`src/rtl/eth_buf_pkg.sv`:
```
// Shared sizing and state encoding for the Ethernet RX frame buffer controller.
package eth_buf_pkg;

  localparam int NUM_SLOTS = 8;
  localparam int SLOT_AW   = 10;
  localparam int SLOT_W    = $clog2(NUM_SLOTS);
  localparam int ADDR_W    = SLOT_W + SLOT_AW;
  localparam int LEN_W     = SLOT_AW + 2;
  localparam int MAX_BYTES = 2 * (2 ** SLOT_AW);

  typedef enum logic [1:0] {IDLE, RECV, DROP} rxbuf_state_e;

endpackage

```
`src/rtl/rxbuf_len_fifo.sv`:
```
// Committed-frame length FIFO: push/pop take effect at the clock edge, head and count are registered.
// Head reads zero while empty; a pop on empty and a push on full (without a pop) are ignored.
module rxbuf_len_fifo #(
  parameter int DEPTH = 8,
  parameter int W     = 12
) (
  input  logic                     clk_i,
  input  logic                     rst_i,
  input  logic                     push,
  input  logic [W-1:0]             push_dat,
  input  logic                     pop,
  output logic [W-1:0]             head_dat,
  output logic [$clog2(DEPTH):0]   count
);

  localparam int PW = $clog2(DEPTH);
  localparam logic [PW:0] FULL_CNT = (PW+1)'(DEPTH);

  logic [W-1:0]  mem [DEPTH];
  logic [PW-1:0] wr_ptr, rd_ptr, rd_ptr_n;
  logic [PW:0]   count_n;
  logic          push_ok, pop_ok;

  always_comb begin
    pop_ok   = pop && (count != '0);
    push_ok  = push && ((count != FULL_CNT) || pop_ok);
    rd_ptr_n = rd_ptr + PW'(pop_ok);
    count_n  = count + (PW+1)'(push_ok) - (PW+1)'(pop_ok);
  end

  always_ff @(posedge clk_i) begin
    if (push_ok) mem[wr_ptr] <= push_dat;
  end

  always_ff @(posedge clk_i or posedge rst_i) begin
    if (rst_i) begin
      wr_ptr   <= '0;
      rd_ptr   <= '0;
      count    <= '0;
      head_dat <= '0;
    end else begin
      wr_ptr <= wr_ptr + PW'(push_ok);
      rd_ptr <= rd_ptr_n;
      count  <= count_n;
      // The entry being pushed becomes the head when the FIFO drains to it this cycle.
      if (count_n == '0)
        head_dat <= '0;
      else if (push_ok && (rd_ptr_n == wr_ptr))
        head_dat <= push_dat;
      else
        head_dat <= mem[rd_ptr_n];
    end
  end

endmodule

```
`src/rtl/eth_rxbuf_ctrl.sv`:
```
// RX frame buffer write sequencer: one registered port-A write the cycle after each accepted byte.
// No rx backpressure; frames with no free slot, errors or oversize are dropped and counted.
module eth_rxbuf_ctrl
  import eth_buf_pkg::*;
#(
  parameter int CNT_W = 16
) (
  input  logic               clk_i,
  input  logic               rst_i,
  input  logic               rx_valid_i,
  input  logic [7:0]         rx_data_i,
  input  logic               rx_last_i,
  input  logic               rx_err_i,
  output logic               buf_ena_o,
  output logic [1:0]         buf_wea_o,
  output logic [ADDR_W-1:0]  buf_addra_o,
  output logic [15:0]        buf_dina_o,
  output logic               slot_avail_o,
  output logic [SLOT_W-1:0]  rd_slot_o,
  output logic [LEN_W-1:0]   rd_len_o,
  input  logic               rd_release_i,
  output logic [SLOT_W:0]    pending_o,
  output logic [CNT_W-1:0]   drop_cnt_o
);

  localparam logic [LEN_W-1:0]  MAX_IDX  = LEN_W'(MAX_BYTES);
  localparam logic [SLOT_W:0]   FULL_CNT = (SLOT_W+1)'(NUM_SLOTS);

  rxbuf_state_e      state, state_n;
  logic [LEN_W-1:0]  byte_idx, idx_n;
  logic [SLOT_W-1:0] wr_slot, rd_slot, rd_slot_n;
  logic [SLOT_W:0]   pend_n;
  logic              wr_en, commit, discard, release_ok;

  always_comb begin
    state_n = state;
    idx_n   = byte_idx;
    wr_en   = 1'b0;
    commit  = 1'b0;
    discard = 1'b0;
    if (rx_valid_i) begin
      // byte_idx is always 0 in IDLE, so a frame start shares the RECV write path.
      if ((state == IDLE && pending_o != FULL_CNT) || (state == RECV && byte_idx != MAX_IDX)) begin
        wr_en = 1'b1;
        if (rx_last_i) begin
          commit  = !rx_err_i;
          discard = rx_err_i;
          state_n = IDLE;
          idx_n   = '0;
        end else begin
          state_n = RECV;
          idx_n   = byte_idx + LEN_W'(1);
        end
      end else if (rx_last_i) begin
        discard = 1'b1;
        state_n = IDLE;
        idx_n   = '0;
      end else begin
        state_n = DROP;
      end
    end
    release_ok = rd_release_i && (pending_o != '0);
    rd_slot_n  = rd_slot + SLOT_W'(release_ok);
    pend_n     = pending_o + (SLOT_W+1)'(commit) - (SLOT_W+1)'(release_ok);
  end

  always_ff @(posedge clk_i or posedge rst_i) begin
    if (rst_i) begin
      state        <= IDLE;
      byte_idx     <= '0;
      wr_slot      <= '0;
      rd_slot      <= '0;
      buf_ena_o    <= 1'b0;
      buf_wea_o    <= '0;
      buf_addra_o  <= '0;
      buf_dina_o   <= '0;
      slot_avail_o <= 1'b0;
      rd_slot_o    <= '0;
      drop_cnt_o   <= '0;
    end else begin
      state     <= state_n;
      byte_idx  <= idx_n;
      buf_ena_o <= wr_en;
      buf_wea_o <= wr_en ? (byte_idx[0] ? 2'b10 : 2'b01) : 2'b00;
      if (wr_en) begin
        buf_addra_o <= {wr_slot, byte_idx[SLOT_AW:1]};
        buf_dina_o  <= {rx_data_i, rx_data_i};
      end
      if (commit) wr_slot <= wr_slot + SLOT_W'(1);
      rd_slot      <= rd_slot_n;
      slot_avail_o <= (pend_n != '0);
      rd_slot_o    <= (pend_n != '0) ? rd_slot_n : '0;
      if (discard && (drop_cnt_o != '1)) drop_cnt_o <= drop_cnt_o + CNT_W'(1);
    end
  end

  rxbuf_len_fifo #(
    .DEPTH (NUM_SLOTS),
    .W     (LEN_W)
  ) u_len_fifo (
    .clk_i    (clk_i),
    .rst_i    (rst_i),
    .push     (commit),
    .push_dat (byte_idx + LEN_W'(1)),
    .pop      (rd_release_i),
    .head_dat (rd_len_o),
    .count    (pending_o)
  );

endmodule

```
`config.mk`:
```
export PLATFORM = sky130hd
export DESIGN_NAME = eth_rxbuf_ctrl
export DESIGN_NICKNAME = d
export VERILOG_FILES = /design/src/rtl/eth_buf_pkg.sv /design/src/rtl/rxbuf_len_fifo.sv /design/src/rtl/eth_rxbuf_ctrl.sv
export SDC_FILE = /design/constraint.sdc
export NUM_CORES = 1
export LEC_CHECK = 0
export CORE_MARGIN = 2
export CORE_UTILIZATION = 30
export CTS_CLUSTER_DIAMETER = 120
export DETAILED_ROUTE_END_ITERATION = 6
export PLACE_DENSITY_LB_ADDON = 0.05
export RECOVER_POWER = 100
export SLEW_MARGIN = 5
export SYNTH_ARGS = -nofsm -noshare
export SYNTH_HDL_FRONTEND = slang
export SYNTH_HIERARCHICAL = 1
export SYNTH_SLANG_ARGS = --single-unit
```
`constraint.sdc`:
```
create_clock -name clk_i -period 4.58 [get_ports clk_i]
set_input_delay 0.916 -clock clk_i [delete_from_list [all_inputs] [get_ports clk_i]]
set_output_delay 0.916 -clock clk_i [all_outputs]
set_load 0.02 [all_outputs]
```
==> impl_metrics.py, run 1 <==
metrics = {
    "worst_setup_path": {
        "worst-path-max-fanout": 17,
        "crit_chain": "dlygate4sd3_1 -> nand2_1 -> inv_1 -> ha_1 -> ha_1 -> clkbuf_1 -> mux4_2 -> mux2i_1 -> o21ai_0 -> o211a_1",
        "crit_type": "in2reg",
        "crit_slowest_cell": "clkbuf_1",
        "worstReg2RegStart": "byte_idx[0]",
        "r2r_slack_ps": 750,
        "cpPeakStageDelay_ps": 930,
        "crit_required_ps": 4900,
        "r2r_cells": 11,
        "crit_top_cell": "ha_1",
        "cp-start-kind": "input pin",
        "end_kind": "flop",
        "crit_family": "buffers and inverters",
        "crit_buf_inv": 3,
        "arrival_ps": 4320,
        "r2r-end": "u_len_fifo/mem[5][8]",
    },
    "pwr": {
        "p_int_mw": 3.76,
        "p_seq_share_pct": 37.9,
        "p_per_area_nw_per_um2": 596,
        "power_frac_clock_pct": 26.8,
        "p_comb_share_pct": 35.4,
        "power_switching_mw": 1.99,
        "p_leak_nw": 4.04,
        "peakVddDrop_v": 0.000233,
        "switching_share_pct": 34.6,
    },
    "clocking": {
        "clockRootBuffer": "clkbuf_16",
        "clk_latency_ps": 430,
        "numCtsBuffers": 17,
        "cts.htree.levels": 4,
        "hold_buffers": 0,
        "post-cts-setup-buffers": 0,
        "cts_sinks": 182,
        "cts_tree": "built",
        "clkTransAtPathRegs_ps": 70,
        "cts_resized": 0,
        "clockBufferDepth": 2,
    },
    "drt": {
        "drtIter0Drc": 267,
        "antenna_left": 0,
        "routedWlPerCell_microns": 18.8,
        "remaining_drc_errors": 0,
        "viasPerCell": 4.69,
        "drt-pass1-iter-count": 4,
        "num_vias": 4608,
        "routed_wl_microns": 18400,
    },
    "hold_path": {
        "hp-start": "rd_slot[2]",
        "hold_class": "reg2reg",
        "min_to": "rd_slot[2]",
        "hold_depth": 1,
    },
    "timing": {
        "fin_crit_sh_pct": 87.4,
        "fmax_mhz": 250,
        "holdWs_ps": 456,
        "relSlewSlack_pct": -35.0,
        "fin_skew_ps": 12.3,
        "setup_violations": 0,
        "tns_ps": 0,
        "tightest_slew_ps": 2000,
        "rsz0062_at_grt": "no",
        "fin_crit_ps": 4000,
        "finalMaxSlewViolations": 64,
        "finalHoldViolations": 0,
    },
    "synth": {
        "syn_nets": 590,
        "syn_inst": 553,
        "synth_edf_count": 96,
        "synth_xor_area_share_pct": 3.97,
        "synthArstFlopShare_pct": 47.3,
        "synth_ff_type": "edfxtp_1",
        "ys_types": 61,
        "synthTopCellsByArea": "edfxtp_1 36%, dfrtp_1 27%, mux4_2 6.4%, nand2_1 3.5%, ha_1 3.3%",
        "ys_top_cells_by_count": "96 x edfxtp_1, 86 x dfrtp_1, 75 x nand2_1",
        "yosys_warnings": 6,
        "yosysSeqAreaShare_pct": 62.6,
        "synth-compound-area-share_pct": 5.57,
        "yosysTopAreaCell": "edfxtp_1",
        "synth.area.mux_share_pct": 9.12,
        "synth_adder_area_share_pct": 3.77,
        "synth_top_area_share_pct": 35.9,
        "syn_area_sq_um": 8040,
        "synth_top_family_by_area": "simple AND/OR/NAND/NOR gates",
        "syn-mean-instance-area_sq_um": 14.5,
        "yosys.area_share.simple_pct": 10.5,
        "yosys_register_bits": 182,
        "yosysMostFrequentCell": "edfxtp_1",
    },
    "global_route": {
        "grt_use_total_pct": 13.7,
        "antenna_found_initial": 0,
        "grt_max_degree": 47,
        "grt_pass1_wl_microns": 29200,
        "gr-total-overflow": 0,
        "grt_pass1_vias": 4884,
    },
    "die": {
        "die_x_microns": 168,
        "io_pins": 82,
        "die_h_microns": 168,
        "die-area_sq_um": 28100,
        "initial_utilization_pct": 30.7,
        "num_rows": 59,
        "core_area_sq_um": 26200,
    },
    "finish": {
        "regArea_sq_um": 5030,
        "layout-drive-gt1-share_pct": 10.2,
        "final_nets": 671,
        "fill_cells": 2518,
        "syn_to_final_growth_pct": 19.9,
        "multi_input_area_sq_um": 2590,
        "fin_cells": 982,
        "diodes": 0,
    },
    "place": {
        "place_congestion": 0.742,
        "dpl.hpwl_microns": 11900,
        "io_buffers": 81,
        "post-place-cells": 950,
    },
    "run_status": {
        "failed_checks": "max-capacitance violations, max-slew violations",
        "status": "complete, but fails checks",
    },
    "flow_run": {
        "maxCapViolations": 2,
    },
}
[worst max path at each step]
stage / startpoint / to / depth (start not counted)
final: rd_release_i / u_len_fifo/head_dat[10] / 10
after floorplan: rx_err_i / u_len_fifo/mem[4][0] / 6
after CTS: byte_idx[0] / u_len_fifo/head_dat[9] / 15
after detailed placement: rx_last_i / u_len_fifo/head_dat[9] / 13
after global routing: rd_release_i / u_len_fifo/head_dat[0] / 10
after global placement: rx_last_i / u_len_fifo/head_dat[2] / 13
[layout by cell type (no fill, tap or decap), drive strengths merged, types with 5 or more instances in the layout]
| cell type | instances |
|---|---|
| ha | 21 |
| nand3 | 12 |
| nand2 | 76 |
| and2 | 5 |
| clkbuf | 32 |
| and3 | 15 |
| xor2 | 12 |
| clkdlybuf4s50 | 9 |
| dlygate4sd3 | 72 |
| dfrtp | 86 |
| inv | 26 |
| edfxtp | 96 |
| mux2i | 14 |
| clkinv | 6 |
| nor4b | 5 |
| nor3 | 5 |
| o211a | 12 |
| a21oi | 6 |
| xnor2 | 21 |
| o21ai | 15 |
| nand4 | 9 |
| mux4 | 24 |
| nor2 | 10 |
[stage by stage]
| stage | util (%) | worst slack, ps | power, mW | area, sq um |
|---|---|---|---|---|
| floorplan | - | 853 | 3.72 | 8040 |
| global placement | 35.0 | 631 | 4.41 | 9160 |
| detailed placement | 35.0 | 436 | 4.43 | 9160 |
| CTS | 37.3 | 877 | 6.00 | 9780 |
| global route | 36.8 | 339 | 6.10 | 9640 |
| finish | 36.8 | 579 | 5.75 | 9640 |
[sequential cells by signal (all words and copies together), names as in the netlist, 3 cells and up]
register / flops
u_len_fifo/head_dat: 12
buf_dina_o: 8
byte_idx: 12
u_len_fifo/mem: 96
wr_slot: 3
u_len_fifo/wr_ptr: 3
rd_slot: 3
u_len_fifo/count: 4
drop_cnt_o: 16
rd_slot_o: 3
u_len_fifo/rd_ptr: 3
buf_addra_o: 13
[routing by layer]
| metal | global-route usage (%) | wire length [microns] |
|---|---|---|
| met1 | 17.9 | 8490 |
| met2 | 22.7 | 8890 |
| met3 | 3.59 | 749 |
| met4 | 4.08 | 312 |
| met5 | 0 | 0 |
[power by group through the flow]
stage | Sequential, mW | Combinational [mW] | Clock (mW)
2_1_floorplan | 2.34 | 1.37 | 0
3_3_place_gp | 2.23 | 2.18 | 0
3_5_place_dp | 2.23 | 2.19 | 0
4_1_cts | 2.21 | 2.20 | 1.59
5_1_grt | 2.21 | 2.23 | 1.66
6_report | 2.18 | 2.03 | 1.54
[layout make-up]
class	count	area share, %
flip-flops and latches	182	52.2
multi-input cells	312	26.8
repair buffers	99	9.28
clock buffers	18	4.45
well taps	335	4.35
clock inverters	14	1.97
inverters	22	0.857
[cells by family after synthesis]
| group | Yosys count |
|---|---|
| xor+xnor | 34 |
| simple gates | 156 |
| flops | 182 |
| mux | 42 |
| compound gates | 57 |
| buf+inv | 59 |
| fa+ha+maj | 23 |
Power figures use the tool's default switching activity.
==> inputs of run 2 (changes only) <==
CAP_MARGIN = 20   (was default)
CORE_UTILIZATION = 55   (was 30)
==> run 2 against run 1 <==
  * Sequential share of layout area is 0.87 points higher
  * Final cell count is 15% lower
  * Critical endpoint is now u_len_fifo/head_dat[8]
  * The run still ends with max-capacitance violations, max-slew violations left
  * Total power is 0.77% lower
==> impl_metrics.py, run 2 (synthesis gave the netlist of run 1 again) <==
metrics = {
    "timing": {
        "tightest_slew_ps": 1760,
        "fin_crit_ps": 3840,
        "tns_ps": 0,
        "finalMaxSlewViolations": 47,
        "fin_crit_sh_pct": 83.9,
        "rsz0062_at_grt": "no",
        "fin_skew_ps": 9.44,
        "setup_violations": 0,
        "relSlewSlack_pct": -18.8,
        "fmax_mhz": 260,
        "finalHoldViolations": 0,
    },
    "worst_setup_path": {
        "crit_chain": "inv_1 -> ha_1 -> and4bb_1 -> nand3_1 -> and3b_1 -> clkbuf_1 -> mux2i_1 -> ha_1 -> inv_1 -> fa_1 -> xnor2_1 -> nor4b_1 -> mux2i_1 -> clkbuf_1 -> o211a_1",
        "crit_slowest_cell": "clkbuf_1",
        "crit_required_ps": 4940,
        "arrival_ps": 4200,
        "crit_buf_inv": 4,
        "crit_type": "reg2reg",
        "cpPeakStageDelay_ps": 460,
        "worst-path-max-fanout": 12,
        "end_kind": "flop",
        "crit_family": "buffers and inverters",
        "cp-start-kind": "flop",
    },
    "place": {
        "place_congestion": 0.763,
        "dpl.hpwl_microns": 10900,
        "io_buffers": 81,
    },
    "die": {
        "initial_utilization_pct": 55.7,
        "die_h_microns": 125,
        "die_x_microns": 125,
        "die-area_sq_um": 15600,
        "io_pins": 82,
        "core_area_sq_um": 14400,
        "num_rows": 44,
    },
    "drt": {
        "antenna_left": 0,
        "remaining_drc_errors": 0,
        "num_vias": 4686,
        "viasPerCell": 5.59,
        "routedWlPerCell_microns": 19.2,
        "drt-pass1-iter-count": 4,
        "routed_wl_microns": 16100,
        "drtIter0Drc": 259,
    },
    "finish": {
        "largest_reg_flops": 96,
        "final_cell_mix": "96 x edfxtp_1, 86 x dfrtp_1, 75 x nand2_1, 71 x dlygate4sd3_1, 23 x mux4_2",
        "regMostFlops": "u_len_fifo/mem",
        "syn_to_final_growth_pct": 17.9,
        "top_regs": "u_len_fifo/mem x96, drop_cnt_o x16, buf_addra_o x13",
        "layout-drive-gt1-share_pct": 10.1,
        "layout_commonest_cell": "edfxtp_1",
        "final_nets": 678,
        "diodes": 0,
    },
    "clocking": {
        "numCtsBuffers": 17,
        "cts_tree": "built",
        "post-cts-setup-buffers": 0,
        "clk_latency_ps": 430,
        "hold_buffers": 0,
        "clockRootBuffer": "clkbuf_16",
        "clockBufferDepth": 2,
        "clkTransAtPathRegs_ps": 60,
        "cts.htree.levels": 4,
        "cts_sinks": 182,
        "cts_resized": 0,
    },
    "flow_run": {
        "maxCapViolations": 2,
    },
    "pwr": {
        "p_leak_nw": 4.07,
        "p_per_area_nw_per_um2": 601,
        "peakVddDrop_v": 0.000329,
        "total_power_mw": 5.70,
    },
    "global_route": {
        "gr-total-overflow": 0,
        "grt_max_degree": 37,
        "grt_busiest_layer": "met2",
        "use_met2_pct": 36.9,
        "antenna_found_initial": 0,
        "grt_use_total_pct": 21.8,
        "use_met1_pct": 28.6,
        "grt_pass1_wl_microns": 26200,
        "grt_pass1_vias": 4880,
        "met3_usage_pct": 5.11,
    },
    "run_status": {
        "failed_checks": "max-capacitance violations, max-slew violations",
        "status": "complete, but fails checks",
    },
    "hold_path": {
        "hold_class": "reg2reg",
    },
}
## run 2: cell types whose count changed in the layout (fill, tap and decap cells not counted), moves of 3 or more
cell and delta:
o21ai_0 -7, buf_4 +3, inv_8 -5, clkbuf_1 +6, clkbuf_16 +3, o21ai_1 +7
## run 2: layout make-up
class,count,area (sq um)
Clock buffer,23,522
Timing Repair Buffer,106,931
Multi-Input combinational cell,312,2570
Inverter,22,82.6
Tap cell,184,230
Sequential cell,182,5030
Clock inverter,9,109
Fill cell,1079,4940
## run 2: metrics by stage
step / instances / instance area, sq um / setup slack [ps] / hold slack (ps) / utilization [%]
floorplan: 553 / 8040 / 853 / 427 / -
global placement: 805 / 9000 / 413 / 438 / 62.4
detailed placement: 805 / 9000 / 317 / 446 / 62.4
CTS: 837 / 9630 / 551 / 454 / 66.8
global route: 838 / 9480 / 430 / 484 / 65.7
finish: 838 / 9480 / 739 / 451 / 65.7
## run 2: layer usage
metal  wire (microns)  share of wire, %
met5                0                 0
met4              256               1.6
met3              693               4.3
met2             7940                49
met1             7170                45
## run 2: path summary, 6_finish.rpt
kind / slack, ps / from / end / cells past startpoint
worst min register to register: 450 / rd_slot[2] / rd_slot[2] / 1
min in group asynchronous: 1150 / rst_i / u_len_fifo/head_dat[0] / 2
worst max register to register: 740 / byte_idx[0] / u_len_fifo/head_dat[8] / 15
worst min-delay path: 450 / rd_slot[2] / rd_slot[2] / 1
worst max-delay path: 740 / byte_idx[0] / u_len_fifo/head_dat[8] / 15
max in group asynchronous: 1110 / rst_i / byte_idx[0] / 3
## run 2: report_power, final
| part | switching [mW] | total, mW | leakage, nW | internal [mW] |
|---|---|---|---|---|
| logic | 1.07 | 2.01 | 1.73 | 0.943 |
| clock network | 0.608 | 1.53 | 0.314 | 0.919 |
| registers | 0.177 | 2.16 | 2.02 | 1.98 |
==> inputs of run 3 (changes only) <==
CORE_UTILIZATION = 51   (was 55)
clock period = 3.36 ns   (was 4.58 ns; I/O delays follow)
==> run 3 against run 2 <==
  * The run now ends clean
  * Final cell count is 5.8% higher
  * Core utilization decreased by 0.72 points
  * Cell area grew 5.0%
  * Global-route usage decreased by 0.66 points
  * Die area up 7.6%
  * Critical path depth did not move
  * Clock skew down 1.6 ps
  * Total power up 45%
  * Non-clock buffer count up 22
  * Largest power group is now combinational logic
==> impl_metrics.py, run 3 (synthesis gave the netlist of run 1 again) <==
metrics = {
    "run_status": {
        "status": "finished clean",
    },
    "pwr": {
        "p_seq_share_pct": 35.6,
        "power_frac_clock_pct": 24.1,
        "switching_share_pct": 33.2,
        "peakVddDrop_v": 0.000434,
        "p_leak_nw": 4.16,
        "p_comb_share_pct": 40.3,
        "p_per_area_nw_per_um2": 832,
        "p_int_mw": 5.53,
        "power_switching_mw": 2.75,
    },
    "clocking": {
        "clockRootBuffer": "clkbuf_16",
        "hold_buffers": 0,
        "numCtsBuffers": 17,
        "clkTransAtPathRegs_ps": 70,
        "clk_latency_ps": 420,
        "cts_sinks": 182,
        "clockBufferDepth": 2,
        "cts.htree.levels": 4,
        "cts_tree": "built",
    },
    "timing": {
        "finalMaxSlewViolations": 0,
        "fmax_mhz": 300,
        "layout_setup_ws_ps": 26.6,
        "tns_ps": 0,
        "setup_violations": 0,
        "rsz0062_at_grt": "yes",
        "finalHoldViolations": 0,
        "fin_crit_ps": 3330,
        "relSlewSlack_pct": 34.8,
        "fin_crit_sh_pct": 99.2,
        "fin_skew_ps": 7.82,
        "tightest_slew_ps": 977,
    },
    "drt": {
        "antenna_left": 0,
        "remaining_drc_errors": 0,
        "drt-pass1-iter-count": 5,
        "routedWlPerCell_microns": 19.0,
        "routed_wl_microns": 16900,
        "viasPerCell": 5.39,
        "drtIter0Drc": 232,
        "num_vias": 4777,
    },
    "worst_setup_path": {
        "cp-start-kind": "flop",
        "worstReg2RegStart": "byte_idx[0]",
        "r2r-end": "u_len_fifo/head_dat[8]",
        "r2r_cells": 15,
        "crit_required_ps": 3670,
        "arrival_ps": 3640,
        "end_kind": "flop",
        "crit_type": "reg2reg",
        "worst-path-max-fanout": 6,
        "r2r_slack_ps": 30,
    },
    "finish": {
        "final_nets": 700,
        "regMostFlops": "u_len_fifo/mem",
        "diodes": 0,
        "post-route-util_pct": 65.0,
        "layout-drive-gt1-share_pct": 20.7,
        "top_regs": "u_len_fifo/mem x96, drop_cnt_o x16, buf_addra_o x13",
        "final_area_sq_um": 9950,
        "largest_reg_flops": 96,
        "layout_commonest_cell": "edfxtp_1",
        "final_cell_mix": "96 x edfxtp_1, 83 x dfrtp_1, 81 x clkdlybuf4s50_1, 75 x nand2_1, 42 x buf_4",
        "syn_to_final_growth_pct": 23.8,
    },
    "place": {
        "place_congestion": 0.767,
        "place_ws_ps": -255,
        "dpl.hpwl_microns": 10900,
        "placedInstanceArea_sq_um": 9190,
        "io_buffers": 81,
    },
    "global_route": {
        "gr-total-overflow": 0,
        "antenna_found_initial": 0,
        "grt_pass1_wl_microns": 26600,
        "grt_use_total_pct": 21.2,
        "grt_pass1_vias": 4806,
        "grt_max_degree": 45,
    },
    "hold_path": {
        "min_to": "rd_slot[2]",
        "hold_class": "reg2reg",
        "hp-start": "rd_slot[2]",
        "hold_depth": 1,
    },
    "die": {
        "initial_utilization_pct": 52.5,
        "die_x_microns": 130,
        "core_area_sq_um": 15300,
        "die_h_microns": 130,
        "io_pins": 82,
        "num_rows": 45,
        "die-area_sq_um": 16800,
    },
    "flow_run": {
        "maxCapViolations": 0,
    },
}
[run 3: changes by cell type in the layout (fill, tap and decap cells not counted), moves of 3 or more]
cell / change
nor4b_1: -4
dlygate4sd3_1: -71
inv_2: +8
buf_12: +4
inv_1: -7
ha_1: -3
clkdlybuf4s50_1: +71
clkbuf_1: -19
clkbuf_16: -3
dfrtp_1: -3
dfrtp_2: +3
buf_4: +35
[run 3: worst max-delay path by stage]
stage / startpoint / cells past startpoint / slack, ps / to
final: byte_idx[0] / 15 / 30 / u_len_fifo/head_dat[8]
after global routing: byte_idx[0] / 15 / -80 / u_len_fifo/head_dat[3]
after CTS: byte_idx[1] / 15 / 4 / u_len_fifo/head_dat[5]
after detailed placement: rx_last_i / 13 / -260 / u_len_fifo/head_dat[5]
after global placement: rx_valid_i / 13 / -60 / u_len_fifo/head_dat[8]
after floorplan: u_len_fifo/count[2] / 17 / 4 / u_len_fifo/head_dat[3]
[run 3: layer usage]
layer / GRT usage, % / up-vias / part of all wire, %
li1: - / 2226 / -
met1: 28.5 / 2428 / 45
met2: 34.7 / 105 / 49
met3: 4.67 / 18 / 4.5
met4: 6.51 / 0 / 1.3
met5: 0 / - / 0
[run 3: repair_timing]
action                                  in CTS  in global routing
gates resized for setup                      2                 21
pin swaps                                    0                  8
setup buffers                                0                 11
gates cloned                                 0                  1
endpoints found under the hold margin        0                  0
endpoints found under the setup margin      12                 12
[run 3: power groups by stage]
stage	clock network [mW]	logic (mW)	registers [mW]
after detailed placement	0	3.13	2.99
after CTS	2.03	3.16	2.95
after floorplan	0	1.90	3.20
after global placement	0	3.04	2.99
after global routing	2.12	3.62	2.99
final	1.99	3.34	2.95
[run 3: through the flow]
stage	hold WS, ps	total power [mW]	std cells
2_1_floorplan	427	5.10	553
3_3_place_gp	440	6.03	843
3_5_place_dp	450	6.11	843
4_1_cts	460	8.13	875
5_1_grt	475	8.73	887
6_report	455	8.28	887
[run 3: worst max-delay path, stage by stage, from the launching register on]
cell      delay (ps)
dfrtp_1          420
inv_2             90
ha_4             120
and4bb_1         260
nand3_2          100
and3b_2          280
buf_6            140
mux2i_2          150
ha_2             220
inv_2             50
fa_2             560
inv_2             60
nor4_4           270
mux2i_2          170
buf_4            200
o211a_1          140
[run 3: layout make-up]
type	instances	area, sq um
Clock buffer	18	429
Timing Repair Buffer	128	1220
Tap cell	211	264
Inverter	22	82.6
Sequential cell	182	5040
Clock inverter	14	156
Multi-Input combinational cell	312	2770
Fill cell	1145	5360
